`config.mk`:
```
export PLATFORM = sky130hd
export DESIGN_NAME = vector_drain
export DESIGN_NICKNAME = d
export VERILOG_FILES = /design/src/rtl/vector_pkg.sv /design/src/rtl/vector_checksum.sv /design/src/rtl/vector_drain.sv
export SDC_FILE = /design/constraint.sdc
export NUM_CORES = 1
export LEC_CHECK = 0
export BUFFER_PORTS_ARGS = -buffer_cell sky130_fd_sc_hd__buf_2
export CAP_MARGIN = 20
export CELL_PAD_IN_SITES_DETAIL_PLACEMENT = 0
export CELL_PAD_IN_SITES_GLOBAL_PLACEMENT = 1
export CORE_MARGIN = 2
export CORE_UTILIZATION = 27
export DETAILED_ROUTE_END_ITERATION = 12
export PLACE_DENSITY = 0.82
export SETUP_SLACK_MARGIN = 0.2
export SLEW_MARGIN = 20
export SYNTH_ARGS = -nofsm -noshare
export SYNTH_HDL_FRONTEND = slang
export SYNTH_SLANG_ARGS = --single-unit
export TNS_END_PERCENT = 30
```
`constraint.sdc`:
```
create_clock -name clock -period 3.16 [get_ports clock]
set_input_delay 0.158 -clock clock [delete_from_list [all_inputs] [get_ports clock]]
set_output_delay 0.158 -clock clock [all_outputs]
set_load 0.1 [all_outputs]
```
`src/rtl/vector_pkg.sv`:
```
// Shared types and default sizes for the vector-sum drain stage.
package vector_pkg;

    localparam int DEF_DATA_WIDTH  = 32;
    localparam int DEF_ADDR_WIDTH  = 10;
    localparam int DEF_VECTOR_SIZE = 1024;

    typedef enum logic [1:0] {
        S_IDLE  = 2'd0,
        S_READ  = 2'd1,
        S_WRITE = 2'd2
    } drain_state_t;

endpackage

```
`src/rtl/vector_checksum.sv`:
```
// Registered modulo-2**DATA_WIDTH accumulator of words written to the output FIFO.
module vector_checksum #(
    parameter int DATA_WIDTH = 32
) (
    input  logic                  clock,
    input  logic                  reset,
    input  logic                  clr,
    input  logic                  en,
    input  logic [DATA_WIDTH-1:0] din,
    output logic [DATA_WIDTH-1:0] sum
);

    always_ff @(posedge clock or posedge reset) begin
        if (reset) begin
            sum <= '0;
        end else if (clr) begin
            sum <= '0;
        end else if (en) begin
            sum <= sum + din;
        end
    end

endmodule

```
`src/rtl/vector_drain.sv`:
```
// Drains VECTOR_SIZE words from the z result BRAM into an output FIFO.
// Optional running checksum is built only when VECTOR_DRAIN_CHECKSUM_EN is defined.
module vector_drain
    import vector_pkg::*;
#(
    parameter int DATA_WIDTH  = DEF_DATA_WIDTH,
    parameter int ADDR_WIDTH  = DEF_ADDR_WIDTH,
    parameter int VECTOR_SIZE = DEF_VECTOR_SIZE
) (
    input  logic                  clock,
    input  logic                  reset,
    input  logic                  start,
    output logic                  done,
    input  logic [DATA_WIDTH-1:0] z_dout,
    output logic [ADDR_WIDTH-1:0] z_addr,
    output logic [DATA_WIDTH-1:0] out_din,
    output logic                  out_wr_en,
    input  logic                  out_full,
    output logic [DATA_WIDTH-1:0] checksum,
    output logic [1:0]            state
);

    // FIFO handshake: a word is transferred on every rising clock edge where
    // out_wr_en=1; out_wr_en is gated by !out_full so a full FIFO is never written.

    // One extra index bit lets VECTOR_SIZE == 2**ADDR_WIDTH terminate without wrapping.
    localparam logic [ADDR_WIDTH:0] LAST_COUNT = (ADDR_WIDTH + 1)'(VECTOR_SIZE);

    drain_state_t          state_q, state_d;
    logic [ADDR_WIDTH:0]   index_q, index_d;
    logic                  done_q, done_d;
    logic                  sum_clr;

    assign state   = state_q;
    assign done    = done_q;
    assign sum_clr = (state_q == S_IDLE) && start;

    always_ff @(posedge clock or posedge reset) begin
        if (reset) begin
            state_q <= S_IDLE;
            index_q <= '0;
            done_q  <= 1'b0;
        end else begin
            state_q <= state_d;
            index_q <= index_d;
            done_q  <= done_d;
        end
    end

    always_comb begin
        state_d   = state_q;
        index_d   = index_q;
        done_d    = done_q;
        z_addr    = '0;
        out_din   = '0;
        out_wr_en = 1'b0;
        unique case (state_q)
            S_IDLE: begin
                index_d = '0;
                if (start) begin
                    done_d  = 1'b0;
                    state_d = S_READ;
                end
            end
            S_READ: begin
                if (index_q < LAST_COUNT) begin
                    z_addr  = index_q[ADDR_WIDTH-1:0];
                    state_d = S_WRITE;
                end else begin
                    done_d  = 1'b1;
                    state_d = S_IDLE;
                end
            end
            S_WRITE: begin
                // Address held through a stall keeps z_dout stable for the retry.
                z_addr = index_q[ADDR_WIDTH-1:0];
                if (!out_full) begin
                    out_din   = z_dout;
                    out_wr_en = 1'b1;
                    index_d   = index_q + 1'b1;
                    state_d   = S_READ;
                end
            end
            default: begin
                state_d   = S_IDLE;
                z_addr    = 'x;
                out_din   = 'x;
                out_wr_en = 1'bx;
            end
        endcase
    end

`ifdef VECTOR_DRAIN_CHECKSUM_EN
    vector_checksum #(
        .DATA_WIDTH(DATA_WIDTH)
    ) u_checksum (
        .clock (clock),
        .reset (reset),
        .clr   (sum_clr),
        .en    (out_wr_en),
        .din   (out_din),
        .sum   (checksum)
    );
`else
    logic unused_sum_clr;
    assign unused_sum_clr = sum_clr;
    assign checksum       = '0;
`endif

endmodule

```
# Word-level counts from Yosys, hierarchy flattened
# Cells that the tools add are included.
word_totals:
  regBits: 14
  elab_cells: 32
op_classes:
  addsub: 1
  order_cmp: 1
  eq_ne: 5
  muxes: 15
  reduce_logical: 7
op_table:
  columns: ["operator", "n"]
  rows:
  - ["one-hot mux 32 bit (2 select lines)", 1]
  - ["2-to-1 mux 32 bit", 1]
  - ["one-hot mux 10 bit (3 select lines)", 1]
  - ["one-hot mux 11 bit (2 select lines)", 1]
  - ["adder 11 x 1 -> 11 bit (second input constant)", 1]
  - ["< comparator 11 bit (second input constant)", 1]
  - ["2-to-1 mux 11 bit", 1]
  - ["2-to-1 mux 10 bit", 1]
  - ["2-to-1 mux 2 bit", 3]
  - ["!= test 2 bit (second input constant)", 3]
  - ["one-hot mux 2 bit (3 select lines)", 1]
  - ["one-hot mux 1 bit (2 select lines)", 2]
  - ["AND reduction 2 bit", 2]
  - ["nonzero test 2 bit", 2]
  - ["2-to-1 mux 1 bit", 3]
  - ["AND reduction 3 bit", 1]
  - ["== test 2 x 1 -> 1 bit (second input constant)", 1]
  - ["== test 2 bit (second input constant)", 1]
  - ["logical NOT 2 bit", 1]
  - ["OR reduction 2 bit", 1]

# Logic depth before layout (Yosys ltp)
# Gate-level depths: netlist (run 1).
depth:
  ltp_word: 3
  depth_mapped: 7
  mapped_depth_nobuf: 6

# Worst setup path before layout (run 1)
# Ideal clock, no wire load.
synth_path:
  path_kind: "reg-to-output"
  start: "reg state_q[1], in the netlist state[1]"
  end: "out out_din[23]"
  t_arrival_ns: 3.344
  required_time_ns: 3.002
  path_slack_ns: -0.342
  stages_incl_launch_ff: 6
  path_cell_list: "dfrtp_1 ha_1 nand2b_1 inv_1 clkbuf_1 and2_1"
synth_between:
  elab_chain_cells: 3
  word_cells_on_any_way: 5
  classes_between: "2 x eq/ne; 1 x mux; 2 x reduce/logical"
synth_lines:
  columns: ["element", "line", "rtl"]
  rows:
  - ["from (decl)", "vector_drain.sv:29", "drain_state_t state_q, state_d;"]
  - ["from (signal assigned)", "vector_drain.sv:44", "state_q <= state_d;"]
  - ["== test 2 x 1 -> 1 bit / logical NOT 2 bit (equally long branches)", "vector_drain.sv:57", "unique case (state_q)"]
  - ["OR reduction 2 bit (no line)", null, null]
  - ["one-hot mux 32 bit (2 select lines) *", "vector_drain.sv:57", null]
  - ["to (decl)", "vector_drain.sv:16", "output logic [DATA_WIDTH-1:0] out_din,"]
# Every way passes the cells marked *; elsewhere a longest branch is shown, timed or not.

# Final worst setup path (run 1)
layout_path:
  start: "reg state_q[0], in the netlist state[0]"
  end: "out out_din[21]"
# The elaborated chain is that of the path after synthesis.

==> reports/summary.log, run 1 <==
[outcome] result of the run complete, no violations
[hold_path] Hold/Removal Path Class in2reg
[floorplanning] effective utilization at floorplan 28.3%
[floorplanning] Die Footprint 5560 um2
[detailed_routing] WL per Instance 10.4 um
[logic_synthesis] number of storage elements in the synthesis netlist 14
[global_routing] total gr overflow 0
[global_routing] met1 track demand over resource in global routing 14.8%
[clock_network] CTS tree yes
[global_routing] met3 usage in global routing 2.44%
[floorplanning] Die Ht 74.5 um
[setup_path] CP Class reg2out
[logic_synthesis] list of most frequent post-synthesis cells sky130_fd_sc_hd__and2_1 (41), sky130_fd_sc_hd__buf_4 (33), sky130_fd_sc_hd__dfrtp_1 (14)
[clock_network] post_cts resized 0
[clock_network] Num Clock Sinks 14
[placed_design] Setup WS pre-CTS 0.878 ns
[logic_synthesis] sequential share of the synthesized area 26.1%
[timing] Slew @ Worst Pin 0.554 ns
[logic_synthesis] most used flip-flop cell after synthesis sky130_fd_sc_hd__dfrtp_1
[logic_synthesis] Async SR Flop Fraction 100%
[clock_network] number of hold buffers added after CTS 1
[placed_design] routability congestion estimate 0.805
[setup_path] crit path launch type flip-flop
[setup_path] Crit path arrival time 2.37 ns
[placed_design] IO Port Bufs 81
[cells_and_area] layout cells sized above 1 38.0%
[timing] setup tns final 0 ns
[timing] count of endpoints failing hold in the final timing report 0
[timing] share of the cycle needed by the critical path after routing 79.9%
[power] portion of total power attributed to combinational logic 69.9%
[global_routing] global-route layer with the greatest usage met2
[detailed_routing] post-route DRC violation count 0
[logic_synthesis] cell accounting for the most synthesized area sky130_fd_sc_hd__dfrtp_1
[timing] post-route setup slack 0.636 ns
[clock_network] clock root buffer sky130_fd_sc_hd__clkbuf_8
[logic_synthesis] Post-Syn Instances 164
[timing] maximum achievable frequency 396 MHz
[global_routing] Overall Global Routing Usage 10.8%
[cells_and_area] area growth from synthesis to layout 31.0%
[global_routing] global-route wire length before repair 4.75 mm
[power] static leakage power 0.00100 uW
[logic_synthesis] area of the mapped netlist 1340 um2
[global_routing] pin count of the biggest net entering global routing 37
[setup_path] Worst setup EP type output pin
[setup_path] crit-path max FO 36
[placed_design] estimated wirelength of the detail-placed design 2.56 mm
[power] reported net switching power 869 uW
[global_routing] antenna violations before repair 0
[power] proportion of power drawn by flip-flops and latches 16.9%
[cells_and_area] final net count 287
[logic_synthesis] top area cells in the synthesized netlist sky130_fd_sc_hd__dfrtp_1 (26%), sky130_fd_sc_hd__and2_1 (19%), sky130_fd_sc_hd__buf_4 (18%), sky130_fd_sc_hd__ha_1 (4.7%), sky130_fd_sc_hd__nand2_1 (3.1%)
[power] fraction of power spent switching nets 65.5%
[logic_synthesis] syn avg cell area 8.19 um2
[floorplanning] standard cell core area 4750 um2
[logic_synthesis] most instantiated library cell after synthesis sky130_fd_sc_hd__and2_1
[power] clock share of power 13.2%
[power] Int Pwr 457 uW
[timing] minimum clock period 2.52 ns
[global_routing] met2 track utilization from global routing 16.6%
[run] Max-cap violations 0
[clock_network] buffers inserted during post-CTS setup optimization 0
[cells_and_area] ant diodes 0
[detailed_routing] Starting DRT DRC Count 52
[power] Max rail drop VDD 0.289 mV
[clock_network] CTS max path bufs 2
[detailed_routing] DRT Pass-1 Iters 6
[logic_synthesis] count of flip-flops with a built-in enable after synthesis 0
[detailed_routing] WL final 3.23 mm
[clock_network] H-tree depth 1
[clock_network] Clk Latency, worst-skew pair 0.24 ns
[detailed_routing] via count 1276
[floorplanning] num ports 114
[power] Total Power Consumption 1330 uW
[timing] setup repair after global routing missed its margin false
[clock_network] Clk pin slew, worst setup/hold paths 0.06 ns
[floorplanning] die extent in x 74.5 um
[cells_and_area] filler-free cell count of the finished design 312
[detailed_routing] Routed Antenna Nets 0
[timing] count of endpoints failing setup in the final report 0
[placed_design] total instance count after detailed placement 307
[timing] worst-case headroom to the max-slew limit 63.0%
[setup_path] required time of the worst setup path 3.00 ns
[timing] Post-Route Skew 0.00435 ns
[power] Pwr Density 753 nW/um2
[clock_network] TritonCTS buffer count 3
[logic_synthesis] Ys Warns 0
[cells_and_area] final core utilization 37.0%
[timing] final slew viol count 0
[logic_synthesis] area share of the largest cell type after synthesis 26.1%
[detailed_routing] Via-to-Cell Ratio 4.09
[logic_synthesis] distinct cell type count after synthesis 33
[floorplanning] std cell rows 25
[global_routing] number of global-route vias before repair 1067
==> layout by cell type (no fill, tap or decap), types with 2 or more instances in the layout <==
cell type,synthesis,final
sky130_fd_sc_hd__nand2_1,11,11
sky130_fd_sc_hd__and2_1,41,39
sky130_fd_sc_hd__inv_1,5,5
sky130_fd_sc_hd__nand3_1,4,4
sky130_fd_sc_hd__o41ai_1,2,2
sky130_fd_sc_hd__nand2b_1,3,3
sky130_fd_sc_hd__o21ai_0,2,2
sky130_fd_sc_hd__buf_2,1,81
sky130_fd_sc_hd__nand4_1,2,2
sky130_fd_sc_hd__nor4_1,3,3
sky130_fd_sc_hd__nor2b_1,2,2
sky130_fd_sc_hd__nor2_1,3,3
sky130_fd_sc_hd__mux2i_1,3,3
sky130_fd_sc_hd__dfrtp_1,14,14
sky130_fd_sc_hd__and2_2,2,4
sky130_fd_sc_hd__a21oi_1,8,8
sky130_fd_sc_hd__clkbuf_8,0,4
sky130_fd_sc_hd__o31ai_1,2,2
sky130_fd_sc_hd__ha_1,5,5
sky130_fd_sc_hd__or4_1,2,2
sky130_fd_sc_hd__conb_1,1,32
sky130_fd_sc_hd__a2111o_1,2,2
==> worst max-delay path, stage by stage (launching register included) <==
cell and delay (ns):
sky130_fd_sc_hd__dfrtp_1 0.42, sky130_fd_sc_hd__inv_1 0.10, sky130_fd_sc_hd__ha_1 0.34, sky130_fd_sc_hd__nand2b_1 0.28, sky130_fd_sc_hd__inv_1 0.11, sky130_fd_sc_hd__buf_4 0.27
sky130_fd_sc_hd__and2_1 0.17, sky130_fd_sc_hd__buf_2 0.42
==> flip-flops by register name (all words and copies together) (netlist names) <==
name,count
done,1
state,2
index_q,11
==> power groups by stage <==
stage / Clock (uW) / Sequential (uW) / Combinational, uW
after floorplan: 0 / 299 / 757
after global placement: 0 / 225 / 927
after detailed placement: 0 / 226 / 930
after CTS: 180 / 223 / 933
after global routing: 187 / 227 / 977
final: 175 / 224 / 927
==> per-stage QoR <==
| stage | cell area [um2] | hold WS [ns] |
|---|---|---|
| after floorplan | 1460 | 0.0472 |
| after global placement | 1700 | 0.237 |
| after detailed placement | 1700 | 0.243 |
| after CTS | 1760 | 0.284 |
| after global routing | 1760 | 0.308 |
| final | 1760 | 0.284 |
==> cell type report <==
| cell class | count | area (um2) |
|---|---|---|
| inverter | 5 | 18.8 |
| sequential | 14 | 350 |
| fill | 510 | 2990 |
| tap | 67 | 83.8 |
| multi-input combinational | 139 | 830 |
| timing repair buffer | 83 | 423 |
| clock buffer | 4 | 55.1 |
==> final timing paths <==
check	start	endpoint	slack [ns]	depth (start not counted)
hold reg to reg	index_q[9]$_DFFE_PP0P_	index_q[9]$_DFFE_PP0P_	0.50	1
max in group asynchronous	reset	index_q[10]$_DFFE_PP0P_	2.28	3
setup reg to reg	state[0]$_DFFE_PP0P_	index_q[10]$_DFFE_PP0P_	1.26	5
setup / recovery	state[0]$_DFFE_PP0P_	out_din[21]	0.64	7
hold / removal	start	done$_DFFE_PP0P_	0.28	4
min in group asynchronous	reset	index_q[0]$_DFFE_PP0P_	0.51	3
==> cell families after synthesis <==
kind of cell	after synthesis	synth area share, %
flip-flops	14	26.1
AO/OA/AOI/OAI	21	11.2
adder cells (fa/ha/maj)	5	4.66
other	1	0.279
multiplexers	4	3.07
AND/OR/NAND/NOR	77	33.7
buffers and inverters	42	21.0
==> routing by layer <==
metal  part of all wire [%]  wire length (um)
met2                     46              1500
met3                    8.4               271
met5                      0                 0
met4                   0.84                27
met1                     44              1440
Power figures use the tool's default switching activity.
==> inputs of run 2 (changes only) <==
--- a/config.mk
+++ b/config.mk
@@ -10,9 +10,9 @@
 export CELL_PAD_IN_SITES_DETAIL_PLACEMENT = 0
 export CELL_PAD_IN_SITES_GLOBAL_PLACEMENT = 1
 export CORE_MARGIN = 2
-export CORE_UTILIZATION = 27
+export CORE_UTILIZATION = 23
 export DETAILED_ROUTE_END_ITERATION = 12
-export PLACE_DENSITY = 0.82
+export PLACE_DENSITY = 0.74
 export SETUP_SLACK_MARGIN = 0.2
 export SLEW_MARGIN = 20
 export SYNTH_ARGS = -nofsm -noshare
==> constraint.sdc (replaced) <==
create_clock -name clock -period 2.3 [get_ports clock]
set_input_delay 0.115 -clock clock [delete_from_list [all_inputs] [get_ports clock]]
set_output_delay 0.115 -clock clock [all_outputs]
set_load 0.1 [all_outputs]
==> run 2 against run 1 <==
Against the previous run:
- clock power rose by 41%
- non-clock buffer count rose by 2
- die area rose by 16%
- core utilization rose by 5.1 points
- global-route usage fell by 0.26 points
- sequential share of layout area fell by 4.9 points
- critical path depth did not move
- total power rose by 59%
- setup slack got worse by 0.28 ns
- clock skew fell by 0.0023 ns
- final cell count rose by 2.2%
- critical path type unchanged
- largest power group unchanged
- highest routed layer unchanged
==> reports/summary.log, run 2 (synthesized netlist as in run 1, its figures left out) <==
[setup_path] cell-by-cell trace of the critical path inv_1 > ha_4 > nand2b_1 > inv_1 > buf_8 > and2_1 > buf_12
[placed_design] Placed Instance Area 2240 um2 [+32%]
[setup_path] crit path launch type flip-flop
[clock_network] TritonCTS buffer count 3 [unchanged]
[timing] minimum clock period 1.94 ns
[cells_and_area] post-route standard cell area excluding fillers 2350 um2 [+33%]
[global_routing] global-route layer with the greatest usage met2
[cells_and_area] number of filler cells placed in the layout 550 [+7.8%]
[cells_and_area] Top reg by flops index_q
[power] Pwr Density 898 nW/um2 [+19%]
[cells_and_area] layout cells sized above 1 44.5% [+6.6 points]
[global_routing] pin count of the biggest net entering global routing 36 [-2.7%]
[setup_path] launch point of the worst reg-to-reg path state[0]$_DFFE_PP0P_
[global_routing] met3 usage in global routing 4.04% [+1.6 points]
[timing] setup repair after global routing missed its margin false
[setup_path] cell type group with the largest total delay on the critical path buffers and inverters
[hold_path] hold path start start
[cells_and_area] Sequential cell area 353 um2 [+0.71%]
[floorplanning] Die Ht 80.4 um [+7.9%]
[cells_and_area] ant diodes 0 [unchanged]
[hold_path] hold path depth 4 [unchanged]
[detailed_routing] WL per Instance 11.0 um [+6.6%]
[placed_design] estimated wirelength of the detail-placed design 2.89 mm [+13%]
[global_routing] number of global-route vias before repair 1175 [+10%]
[floorplanning] std cell rows 27 [+8.0%]
[detailed_routing] WL final 3.52 mm [+9.0%]
[placed_design] routability congestion estimate 0.738 [-8.3%]
[outcome] result of the run complete, no violations
[setup_path] CP Class reg2out
[timing] maximum achievable frequency 515 MHz
[global_routing] met1 track demand over resource in global routing 12.2% [-2.6 points]
[setup_path] terminus of the critical flop-to-flop path index_q[10]$_DFFE_PP0P_
[timing] Post-Route Skew 0.00209 ns [-0.00226 ns]
[setup_path] crit-path max cell delay 0.43 ns [about the same]
[timing] count of endpoints failing setup in the final report 0 [unchanged]
[hold_path] Hold Path End done$_DFFE_PP0P_
[setup_path] Critical Path Most Common Cell sky130_fd_sc_hd__inv_1
[floorplanning] die extent in x 80.4 um [+7.9%]
[hold_path] Hold/Removal Path Class in2reg
[cells_and_area] final net count 289 [+0.70%]
[setup_path] Worst setup EP type output pin
[clock_network] CTS max path bufs 2 [unchanged]
[detailed_routing] post-route DRC violation count 0 [unchanged]
[global_routing] met2 track utilization from global routing 17.3% [+0.72 points]
[cells_and_area] final core utilization 42.2% [+5.1 points]
[detailed_routing] via count 1318 [+3.3%]
[cells_and_area] commonest cells after routing, fill and taps aside sky130_fd_sc_hd__buf_2 (38), sky130_fd_sc_hd__buf_12 (33), sky130_fd_sc_hd__conb_1 (32)
[clock_network] Clk Latency, worst-skew pair 0.25 ns [about the same]
[timing] count of endpoints failing hold in the final timing report 0 [unchanged]
[power] Max rail drop VDD 0.439 mV [+52%]
[power] static leakage power 0.00112 uW [+11%]
[cells_and_area] max FFs per register 11 [unchanged]
[clock_network] buffers inserted during post-CTS setup optimization 0 [unchanged]
[detailed_routing] Routed Antenna Nets 0 [unchanged]
[setup_path] Crit path arrival time 1.83 ns [-0.54 ns]
[setup_path] required time of the worst setup path 2.18 ns [-0.82 ns]
[global_routing] total gr overflow 0 [unchanged]
[setup_path] path depth of the worst reg2reg path 6 [+1]
[setup_path] flop-to-flop setup slack 0.61 ns [-0.65 ns]
[timing] final slew viol count 0 [unchanged]
[setup_path] Slowest cell on crit path sky130_fd_sc_hd__dfrtp_2
[placed_design] IO Port Bufs 81 [unchanged]
[floorplanning] effective utilization at floorplan 24.1% [-4.2 points]
[detailed_routing] Via-to-Cell Ratio 4.13 [+1.0%]
[run] Max-cap violations 0 [unchanged]
[detailed_routing] DRT Pass-1 Iters 4 [-2]
[detailed_routing] Starting DRT DRC Count 38 [-27%]
[floorplanning] standard cell core area 5570 um2 [+17%]
[timing] Slew @ Worst Pin 0.552 ns [-0.00197 ns]
[clock_network] clock root buffer sky130_fd_sc_hd__clkbuf_8
[clock_network] CTS tree yes
[setup_path] crit-path max FO 35 [-2.8%]
[timing] share of the cycle needed by the critical path after routing 84.4%
[clock_network] H-tree depth 1 [unchanged]
[cells_and_area] total area of multi-input combinational cells 867 um2 [+4.5%]
[timing] setup tns final 0 ns [unchanged]
[global_routing] global-route wire length before repair 5.31 mm [+12%]
[cells_and_area] most common cell after layout, fill and taps aside sky130_fd_sc_hd__buf_2
[timing] worst-case headroom to the max-slew limit 63.1% [+0.13 points]
[clock_network] Num Clock Sinks 14 [unchanged]
[floorplanning] Die Footprint 6470 um2 [+16%]
[global_routing] Overall Global Routing Usage 10.6% [-0.26 points]
[global_routing] antenna violations before repair 0 [unchanged]
[clock_network] Clk pin slew, worst setup/hold paths 0.06 ns [about the same]
[setup_path] Crit path buffers/inverters 4 [unchanged]
[cells_and_area] area growth from synthesis to layout 74.9%
[floorplanning] num ports 114 [unchanged]
## run 2: stage by stage
step | cells | setup slack, ns | hold slack [ns] | total power (uW)
2_1_floorplan | 195 | 0.0335 | 0.00408 | 1470
3_3_place_gp | 314 | 0.375 | 0.200 | 1850
3_5_place_dp | 314 | 0.341 | 0.202 | 1850
4_1_cts | 319 | 0.202 | 0.233 | 2110
5_1_grt | 319 | 0.177 | 0.242 | 2210
6_report | 319 | 0.359 | 0.237 | 2110
## run 2: worst max path at each step
stage                               startpoint  depth (start not counted)          end  slack [ns]
after global routing      state[0]$_DFFE_PP0P_                          7  out_din[19]        0.18
final                     state[0]$_DFFE_PP0P_                          7  out_din[19]        0.36
after detailed placement  state[0]$_DFFE_PP0P_                          5    z_addr[1]        0.34
after global placement    state[0]$_DFFE_PP0P_                          5    z_addr[2]        0.37
after floorplan           state[1]$_DFFE_PP0P_                          5  out_din[15]        0.03
after CTS                 state[0]$_DFFE_PP0P_                          7   out_din[4]        0.20
## run 2: what timing repair did
item / 4_1_cts / 5_1_grt
setup endpoints to repair: 43 / 33
endpoints found under the hold margin: 14 / 0
hold buffers: 1 / 0
gates resized for setup: 12 / 3
## run 2: worst register-to-register path: stages, from the launching register on
cell and delay (ns):
sky130_fd_sc_hd__dfrtp_2 0.43, sky130_fd_sc_hd__inv_1 0.13, sky130_fd_sc_hd__ha_4 0.21, sky130_fd_sc_hd__nand2b_1 0.09, sky130_fd_sc_hd__buf_4 0.18, sky130_fd_sc_hd__nor4_1 0.36, sky130_fd_sc_hd__mux2i_1 0.22
## run 2: cell type report
class                      count  area share [%]
clock buffer                   4            2.34
timing repair buffer          85            41.1
sequential                    14            15.0
multi-input combinational    139            36.9
inverter                       5           0.799
tap                           72            3.83
## run 2: power by group
group / internal [uW] / switching (uW)
clock: 152 / 94.3
sequential: 276 / 36.9
combinational: 430 / 1120
total: 858 / 1250
## run 2: per-layer routing
layer	share of wire, %	wire length, um
met1	38	1340
met2	49	1740
met3	11	398
met4	1.4	49
met5	0	0
